File: config.mk
export PLATFORM = sky130hd
export DESIGN_NAME = keypad_scanner
export DESIGN_NICKNAME = d
export VERILOG_FILES = /design/src/rtl/keypad_scanner.sv
export SDC_FILE = /design/constraint.sdc
export NUM_CORES = 1
export LEC_CHECK = 0
export ABC_AREA = 1
export CAP_MARGIN = 20
export CORE_MARGIN = 3
export CORE_UTILIZATION = 40
export CTS_CLUSTER_DIAMETER = 200
export DETAILED_ROUTE_END_ITERATION = 6
export HOLD_SLACK_MARGIN = 0.15
export PLACE_DENSITY = 0.69
export SETUP_SLACK_MARGIN = 0.2
export SLEW_MARGIN = 0
export SYNTH_ARGS = -nofsm -noshare
export SYNTH_HDL_FRONTEND = slang
export SYNTH_SLANG_ARGS = --single-unit
File: constraint.sdc
create_clock -name clk -period 1.4 [get_ports clk]
set_input_delay 0.28 -clock clk [delete_from_list [all_inputs] [get_ports clk]]
set_output_delay 0.28 -clock clk [all_outputs]
set_load 0.1 [all_outputs]
File: src/rtl/keypad_scanner.sv
`timescale 1ns/1ps
// keypad_scanner
// Scans a 4x4 active-low matrix keypad one column at a time. A single pressed
// key is debounced, reported once with a one-cycle key_valid strobe and a hex
// code, and then held until every row reads high for a full debounce window.
module keypad_scanner #(
  parameter int CLK_FREQ    = 50_000_000,
  parameter int SCAN_HZ     = 1_000,
  parameter int DEBOUNCE_MS = 10
) (
  input  logic       clk,
  input  logic       rst,
  input  logic [3:0] row,
  output logic [3:0] col,
  output logic [3:0] key_value,
  output logic       key_valid,
  output logic       key_held
);

  // Column dwell and debounce windows in clock cycles.
  localparam int DWELL   = CLK_FREQ / SCAN_HZ;
  localparam int DB      = (CLK_FREQ / 1000) * DEBOUNCE_MS;
  localparam int CNT_MAX = (DWELL > DB) ? DWELL : DB;
  localparam int CW      = $clog2(CNT_MAX + 1);

  localparam logic [CW-1:0] DWELL_LAST = CW'(DWELL - 1);
  localparam logic [CW-1:0] DB_LAST    = CW'(DB - 1);

  typedef enum logic [1:0] {
    ST_SCAN     = 2'd0,
    ST_DEBOUNCE = 2'd1,
    ST_HOLD     = 2'd2,
    ST_RELEASE  = 2'd3
  } state_e;

  state_e        state_q, state_d;
  logic [1:0]    col_idx_q, col_idx_d;
  logic [1:0]    row_idx_q, row_idx_d;
  logic [3:0]    pattern_q, pattern_d;
  logic [CW-1:0] cnt_q, cnt_d;
  logic [3:0]    key_value_q, key_value_d;
  logic          key_valid_q, key_valid_d;
  logic          key_held_q, key_held_d;

  // Two-stage synchroniser for the asynchronous row inputs.
  logic [3:0]    row_meta_q;
  logic [3:0]    row_sync_q;

  // One flag per row: set when that row alone is pulled low.
  logic [3:0]    row_hit;
  logic          single_low;
  logic [1:0]    row_idx_enc;

  // Map (column, row) to the hex legend printed on the keypad.
  function automatic logic [3:0] key_map(input logic [1:0] c, input logic [1:0] r);
    logic [3:0] code;
    code = 4'h0;
    case ({c, r})
      4'h0: code = 4'h1;
      4'h1: code = 4'h4;
      4'h2: code = 4'h7;
      4'h3: code = 4'h0;
      4'h4: code = 4'h2;
      4'h5: code = 4'h5;
      4'h6: code = 4'h8;
      4'h7: code = 4'hF;
      4'h8: code = 4'h3;
      4'h9: code = 4'h6;
      4'hA: code = 4'h9;
      4'hB: code = 4'hE;
      4'hC: code = 4'hA;
      4'hD: code = 4'hB;
      4'hE: code = 4'hC;
      4'hF: code = 4'hD;
      default: code = 4'h0;
    endcase
    return code;
  endfunction

  // Exact single-low patterns; a chord of two or more rows matches none of them.
  for (genvar gi = 0; gi < 4; gi++) begin : g_row_hit
    assign row_hit[gi] = (row_sync_q == ~(4'b0001 << gi));
  end

  assign single_low = |row_hit;

  // Encode the low row index; only meaningful when single_low is set.
  always_comb begin
    row_idx_enc = 2'd0;
    case (row_hit)
      4'b0001: row_idx_enc = 2'd0;
      4'b0010: row_idx_enc = 2'd1;
      4'b0100: row_idx_enc = 2'd2;
      4'b1000: row_idx_enc = 2'd3;
      default: row_idx_enc = 2'd0;
    endcase
  end

  // Active-low one-hot column drive derived from the current column index.
  for (genvar gi = 0; gi < 4; gi++) begin : g_col_drive
    assign col[gi] = (col_idx_q != 2'(gi));
  end

  // Resynchronise rows; idle (all high) is the reset value since rows are pulled up.
  always_ff @(posedge clk) begin
    if (rst) begin
      row_meta_q <= 4'hF;
      row_sync_q <= 4'hF;
    end else begin
      row_meta_q <= row;
      row_sync_q <= row_meta_q;
    end
  end

  // State, counter and output registers.
  always_ff @(posedge clk) begin
    if (rst) begin
      state_q     <= ST_SCAN;
      col_idx_q   <= 2'd0;
      row_idx_q   <= 2'd0;
      pattern_q   <= 4'hF;
      cnt_q       <= '0;
      key_value_q <= 4'h0;
      key_valid_q <= 1'b0;
      key_held_q  <= 1'b0;
    end else begin
      state_q     <= state_d;
      col_idx_q   <= col_idx_d;
      row_idx_q   <= row_idx_d;
      pattern_q   <= pattern_d;
      cnt_q       <= cnt_d;
      key_value_q <= key_value_d;
      key_valid_q <= key_valid_d;
      key_held_q  <= key_held_d;
    end
  end

  // Next-state logic: scan, debounce press, hold, debounce release.
  always_comb begin
    state_d     = state_q;
    col_idx_d   = col_idx_q;
    row_idx_d   = row_idx_q;
    pattern_d   = pattern_q;
    cnt_d       = cnt_q;
    key_value_d = key_value_q;
    key_valid_d = 1'b0;
    key_held_d  = key_held_q;

    unique case (state_q)
      ST_SCAN: begin
        // Rows are only trusted on the last dwell cycle, after the column has settled.
        if (cnt_q == DWELL_LAST) begin
          cnt_d = '0;
          if (single_low) begin
            row_idx_d = row_idx_enc;
            pattern_d = row_sync_q;
            state_d   = ST_DEBOUNCE;
          end else begin
            col_idx_d = col_idx_q + 2'd1;
          end
        end else begin
          cnt_d = cnt_q + 1'b1;
        end
      end

      ST_DEBOUNCE: begin
        // Column stays frozen; any deviation from the latched pattern abandons the press.
        if (row_sync_q != pattern_q) begin
          cnt_d     = '0;
          col_idx_d = col_idx_q + 2'd1;
          state_d   = ST_SCAN;
        end else if (cnt_q == DB_LAST) begin
          cnt_d       = '0;
          key_value_d = key_map(col_idx_q, row_idx_q);
          key_valid_d = 1'b1;
          key_held_d  = 1'b1;
          state_d     = ST_HOLD;
        end else begin
          cnt_d = cnt_q + 1'b1;
        end
      end

      ST_HOLD: begin
        // Any low row keeps us here, including other keys pressed meanwhile.
        cnt_d = '0;
        if (row_sync_q == 4'hF) begin
          state_d = ST_RELEASE;
        end
      end

      ST_RELEASE: begin
        if (row_sync_q != 4'hF) begin
          cnt_d   = '0;
          state_d = ST_HOLD;
        end else if (cnt_q == DB_LAST) begin
          cnt_d      = '0;
          key_held_d = 1'b0;
          col_idx_d  = 2'd0;
          state_d    = ST_SCAN;
        end else begin
          cnt_d = cnt_q + 1'b1;
        end
      end

      default: begin
        cnt_d   = '0;
        state_d = ST_SCAN;
      end
    endcase
  end

  assign key_value = key_value_q;
  assign key_valid = key_valid_q;
  assign key_held  = key_held_q;

endmodule

==> results.cfg, run 1 <==
[clock_tree]
path_clk_slew_ps = 90
cts_tree = built
numCtsBuffers = 5
clock-sinks = 43
insertion_delay_ps = 310
clk_path_buf_depth = 2
h-tree-depth = 2
cts-root-buf = clkbuf_8

[sta]
relSlewSlack_pct = 78.58
slew_viol_final = 0
rsz0062_at_grt = true
setup_viol = 38
fin_crit_sh_pct = 115.1
skew_ps = 7.553
finalHoldViolCount = 0
hold_slack_ps = 413.5
fin_ws_ps = -211.2
post-route-min-period_ps = 1611
timing.fmax_mhz = 620.7
tightest_slew_ps = 319.5

[power]
power.leakage_nw = 1.597
combPwrFrac_pct = 8.2
power.switching_uw = 561.9
ir_drop_mv = 0.4209
cellPowerDensity_mw_per_mm2 = 622.4
p_int_mw = 1.671
pwr-share-seq_pct = 56.1
clkPwrFrac_pct = 35.7
swShare_pct = 25.17

[synthesis]
synth-seq-cells = 43
synth.largest_area_cell = dfxtp_1
ys_types = 32
ys_warn_count = 0
synth_nets = 335
synthTopCellsByArea = dfxtp_1 38%, nand2_1 10%, inv_1 7.0%
syn-cell-area_mm2 = 0.002290
synth_top_area_share_pct = 37.60
syn_inst = 322
synth.avg_cell_area_um2 = 7.111
seq_area_frac_synth_pct = 37.60

[placement]
dp.cells = 455
place_congestion = 0.9322
post_dp_cell_area_mm2 = 0.003090
dp_hpwl_um = 3895
numPortBuffers = 15

[grt]
grt_pass1_vias = 2140
grt_overflow = 0
antenna_found_initial = 0
grt_start_max_net_pins = 14
grt_pass1_wl_um = 9397
globalRouteTotalUtil_pct = 17.89

[critical_path]
r2r-start = row_sync_q[3]
crit_path_start_kind = flip-flop
crit_buf_inv = 1
critPathTopFamily = simple AND/OR/NAND/NOR gates
critPathLaunch = row_sync_q[3]
cp_max_fo = 4
path_depth = 9
cpPeakStageDelay_ps = 370
worstPathRequired_ps = 1610
arrival_ps = 1820
r2r_end = col_idx_q[1]
rrSetupSlack_ps = -210
cpMaxStageDelayCell = dfxtp_2
critPathKind = reg -> reg
crit_chain = nand2_1, inv_1, nand2_1, o21ai_0, nand2_1, nor2_4, nand3_2, nand2_1, nor2_1
ff2ff_path_depth = 9
crit_top_cell = nand2_1
crit_end = col_idx_q[1]
endpoint_kind = flip-flop

[detailed_routing]
drtPass1Iterations = 7
ant_nets = 0
vias = 2444
routedWlPerCell_um = 13.85
drc = 0
drt_iter0_drc = 191
drt-total-wl_um = 6608
avgViaCountPerCell = 5.124

[run]
drv_cap = 0

[floorplan]
die_h_um = 81.66
die_area_mm2 = 0.006668
fp-row-count = 26
ios = 16
core_area_mm2 = 0.005335
die_width_um = 81.66
start_util_pct = 42.92

[cells_and_area]
final_cells = 477
layout_commonest_cell = buf_4
antennaDiodeCount = 0
fin_nets = 419
layout-area-overhead-vs-synth_pct = 56.67
drive_above_1_share_pct = 47.91
fin_area_mm2 = 0.003587
final_cell_mix = 59 x buf_4, 52 x nand2_1, 33 x inv_1

[run_status]
outcome = finished, violations left
violations = negative setup slack

[worst_hold_path]
hp-class = reg -> reg
[layout make-up]
type / count / area (µm²)
Clock buffer: 6 / 72.57
Fill cell: 396 / 1748
Timing Repair Buffer: 82 / 783.3
Sequential cell: 43 / 890.9
Tap cell: 70 / 87.58
Clock inverter: 2 / 12.51
Multi-Input combinational cell: 229 / 1546
Inverter: 45 / 193.9
[flip-flops by register name, indices dropped and copies added, names as in the netlist]
signal      cells
cnt_q          19
col_idx_q       2
key_held        1
key_valid       1
key_value       4
pattern_q       4
row_idx_q       2
row_meta_q      4
row_sync_q      4
state_q         2
[power by group through the flow]
stage / Sequential [mW] / Clock (mW) / Combinational, mW
2_1_floorplan: 1.28 / 0 / 0.0863
3_3_place_gp: 1.28 / 0 / 0.139
3_5_place_dp: 1.28 / 0 / 0.143
4_1_cts: 1.25 / 0.798 / 0.161
5_1_grt: 1.25 / 0.859 / 0.200
6_report: 1.25 / 0.797 / 0.184
[metal layers]
layer / share of wire [%] / track usage (%)
met1: 42 / 22.78
met4: 2.7 / 6.146
met2: 50 / 29.97
met3: 5.4 / 3.728
met5: 0 / 0
[cell families after synthesis]
logic type	synth area share [%]
buf+inv	9.180
compound gates	7.978
flops	37.60
fa+ha+maj	3.825
simple gates	36.83
xor+xnor	4.591
[through the flow]
step / util (%) / total power, mW / setup slack [ps] / setup TNS [ps]
2_1_floorplan: - / 1.365 / -46.27 / -562.6
3_3_place_gp: 57.93 / 1.418 / -101.6 / -2091
3_5_place_dp: 57.93 / 1.424 / -175.4 / -4101
4_1_cts: 62.62 / 2.209 / -112.6 / -1999
5_1_grt: 67.24 / 2.314 / -314.3 / -8444
6_report: 67.24 / 2.233 / -211.2 / -5093
[cell usage after synthesis, drive strengths merged]
| library cell | number |
|---|---|
| nand2 | 66 |
| nor2 | 56 |
| inv | 44 |
| dfxtp | 43 |
| nand3 | 23 |
| a21oi | 13 |
| or2 | 10 |
| nand4 | 9 |
| nor3 | 9 |
| o21ai | 9 |
| xor2 | 9 |
| ha | 7 |
| o211ai | 4 |
| a31oi | 3 |
| buf | 3 |
| clkbuf | 3 |
| xnor2 | 3 |
| and3 | 2 |
| a22oi | 1 |
| clkinv | 1 |
| nand3b | 1 |
| nor4 | 1 |
| o2111ai | 1 |
| o21bai | 1 |
[repair_timing]
item,in CTS,in global routing
resized for setup,29,59
setup endpoints to repair,39,39
cloned,1,0
pin swaps,10,24
hold buffers,0,0
setup buffers,7,6
[how the worst min path moves through the flow]
stage	startpoint	cells past startpoint	to
floorplan	row[0]	1	row_meta_q[0]
global placement	row_meta_q[2]	1	row_sync_q[2]
detailed placement	row_meta_q[2]	1	row_sync_q[2]
CTS	row_meta_q[2]	1	row_sync_q[2]
global route	row_meta_q[1]	1	row_sync_q[1]
finish	row_meta_q[1]	1	row_sync_q[1]
[worst register-to-register path: cells and delay by family (launching register included)]
family | cells | cell delay (ps)
flip-flops | 1 | 370
AO/OA/AOI/OAI | 1 | 230
AND/OR/NAND/NOR | 7 | 810
buffers and inverters | 1 | 110
Note: power is estimated with default switching activity, not from simulation.
==> run 2, diff against run 1 <==
CTS_CLUSTER_SIZE = 12   (was unset)
PLACE_DENSITY = 0.57   (was 0.69)
SLEW_MARGIN = unset   (was 0)
==> run 2 against run 1 <==
The flow still finishes with violations (negative setup slack). Clock-buffer cell count increased by 1. First-iteration DRC count decreased by 56%. Cell count up 1.5%. Sequential cell count is the same. Hold slack worse by 2.4 ps. Power up 0.70%. Setup slack improved by 71 ps. Via count is 5.4% lower. Non-clock buffer count is 7 higher. Wire length fell by 9.7%. Critical path type unchanged. Critical endpoint is now cnt_q[13].
==> results.cfg, run 2 (synthesized netlist as in run 1, its figures left out) <==
[sta]
setup_tns_ps = -2429
relSlewSlack_pct = 82.02
slew_viol_final = 0
rsz0062_at_grt = true
skew_ps = 10.45
timing.fmax_mhz = 649.4
tightest_slew_ps = 269.7
fin_ws_ps = -140.0
setup_viol = 38
fin_crit_sh_pct = 110.0
post-route-min-period_ps = 1540
finalHoldViolCount = 0

[critical_path]
cp_max_fo = 6
ff2ff_path_depth = 10
arrival_ps = 1740
critPathKind = reg -> reg
crit_top_cell = nand2_4
endpoint_kind = flip-flop
critPathTopFamily = simple AND/OR/NAND/NOR gates
r2r-start = cnt_q[0]
crit_chain = ha_4, nand2_4, nor2_4, nand3_2, nor2_4, inv_2, nand2_4, nand2_4, buf_12, and3_4
cpPeakStageDelay_ps = 360
crit_path_start_kind = flip-flop
worstPathRequired_ps = 1600
crit_buf_inv = 2
r2r_end = cnt_q[13]
rrSetupSlack_ps = -140
cpMaxStageDelayCell = dfxtp_2

[grt]
grt_overflow = 0
globalRouteTotalUtil_pct = 19.19
grt_pass1_vias = 2238
grt_start_max_net_pins = 14
antenna_found_initial = 0
grt_pass1_wl_um = 9832

[power]
combPwrFrac_pct = 7.6
power.leakage_nw = 1.634
cellPowerDensity_mw_per_mm2 = 627.8
power.switching_uw = 526.2
ir_drop_mv = 0.4988
clkPwrFrac_pct = 36.8
p_int_mw = 1.722
swShare_pct = 23.41
pwr-share-seq_pct = 55.6

[floorplan]
fp-row-count = 26
die_width_um = 81.66
ios = 16
die_h_um = 81.66
core_area_mm2 = 0.005335
die_area_mm2 = 0.006668
start_util_pct = 42.92

[clock_tree]
insertion_delay_ps = 300
cts_tree = built
h-tree-depth = 2
clk_path_buf_depth = 2
numCtsBuffers = 5
clock-sinks = 43
path_clk_slew_ps = 90
cts-root-buf = clkbuf_8

[detailed_routing]
routedWlPerCell_um = 12.33
drtPass1Iterations = 7
vias = 2311
drc = 0
avgViaCountPerCell = 4.775
drt-total-wl_um = 5968
drt_iter0_drc = 84
ant_nets = 0

[placement]
post_dp_cell_area_mm2 = 0.003168
numPortBuffers = 15
dp.cells = 462
dp_hpwl_um = 4161
place_congestion = 0.8695

[cells_and_area]
regMostFlops = cnt_q
drive_above_1_share_pct = 45.89
final_cell_mix = 70 x buf_4, 53 x nand2_1, 36 x inv_1
fin_area_mm2 = 0.003581
antennaDiodeCount = 0
layout-area-overhead-vs-synth_pct = 56.39
utilization_pct = 67.12
fin_nets = 426
layout_commonest_cell = buf_4
final_cells = 484
largest_reg_flops = 19

[worst_hold_path]
hold_path_end = row_sync_q[0]
min_from = row_meta_q[0]
hold_path_depth = 1
hp-class = reg -> reg

[run]
drv_cap = 0

[run_status]
outcome = finished, violations left
violations = negative setup slack
[run 2: area by class of cell]
cell class | count | area (µm²)
fill | 457 | 1754
tap | 70 | 87.58
multi-input combinational | 229 | 1463
inverter | 45 | 193.9
timing repair buffer | 89 | 847.1
sequential | 43 | 894.6
clock inverter | 1 | 8.758
clock buffer | 7 | 86.33
[run 2: power by group through the flow]
stage / registers (mW) / logic, mW / clock network, mW
after floorplan: 1.28 / 0.0863 / 0
after global placement: 1.28 / 0.137 / 0
after detailed placement: 1.28 / 0.139 / 0
after CTS: 1.25 / 0.158 / 0.852
after global routing: 1.25 / 0.190 / 0.904
final: 1.25 / 0.171 / 0.828
[run 2: repair_timing]
action	CTS	global route
setup endpoints to repair	39	39
hold buffers	0	0
setup buffers	9	4
hold endpoints to repair	0	0
resized for setup	37	26
pin swaps	13	13
cloned	1	0
[run 2: layer usage]
metal	track usage, %	wire length, µm
met3	3.070	204
met5	0	0
met1	26.26	2899
met4	6.977	59
met2	30.46	2804
[run 2: how the worst max path moves through the flow]
stage | startpoint | endpoint | depth (start not counted)
2_1_floorplan | cnt_q[1] | cnt_q[11] | 11
3_3_place_gp | cnt_q[1] | state_q[0] | 8
3_5_place_dp | cnt_q[1] | col_idx_q[1] | 8
4_1_cts | cnt_q[0] | cnt_q[13] | 10
5_1_grt | cnt_q[0] | cnt_q[13] | 10
6_report | cnt_q[0] | cnt_q[13] | 10
[run 2: metrics by stage]
step                hold slack [ps]  setup WS [ps]  total power, mW
floorplan                     383.8         -46.27            1.365
global placement              396.4         -162.2            1.417
detailed placement            392.9         -192.5            1.420
CTS                           412.6         -148.1            2.262
global route                  429.5         -215.7            2.346
finish                        411.1         -140.0            2.248
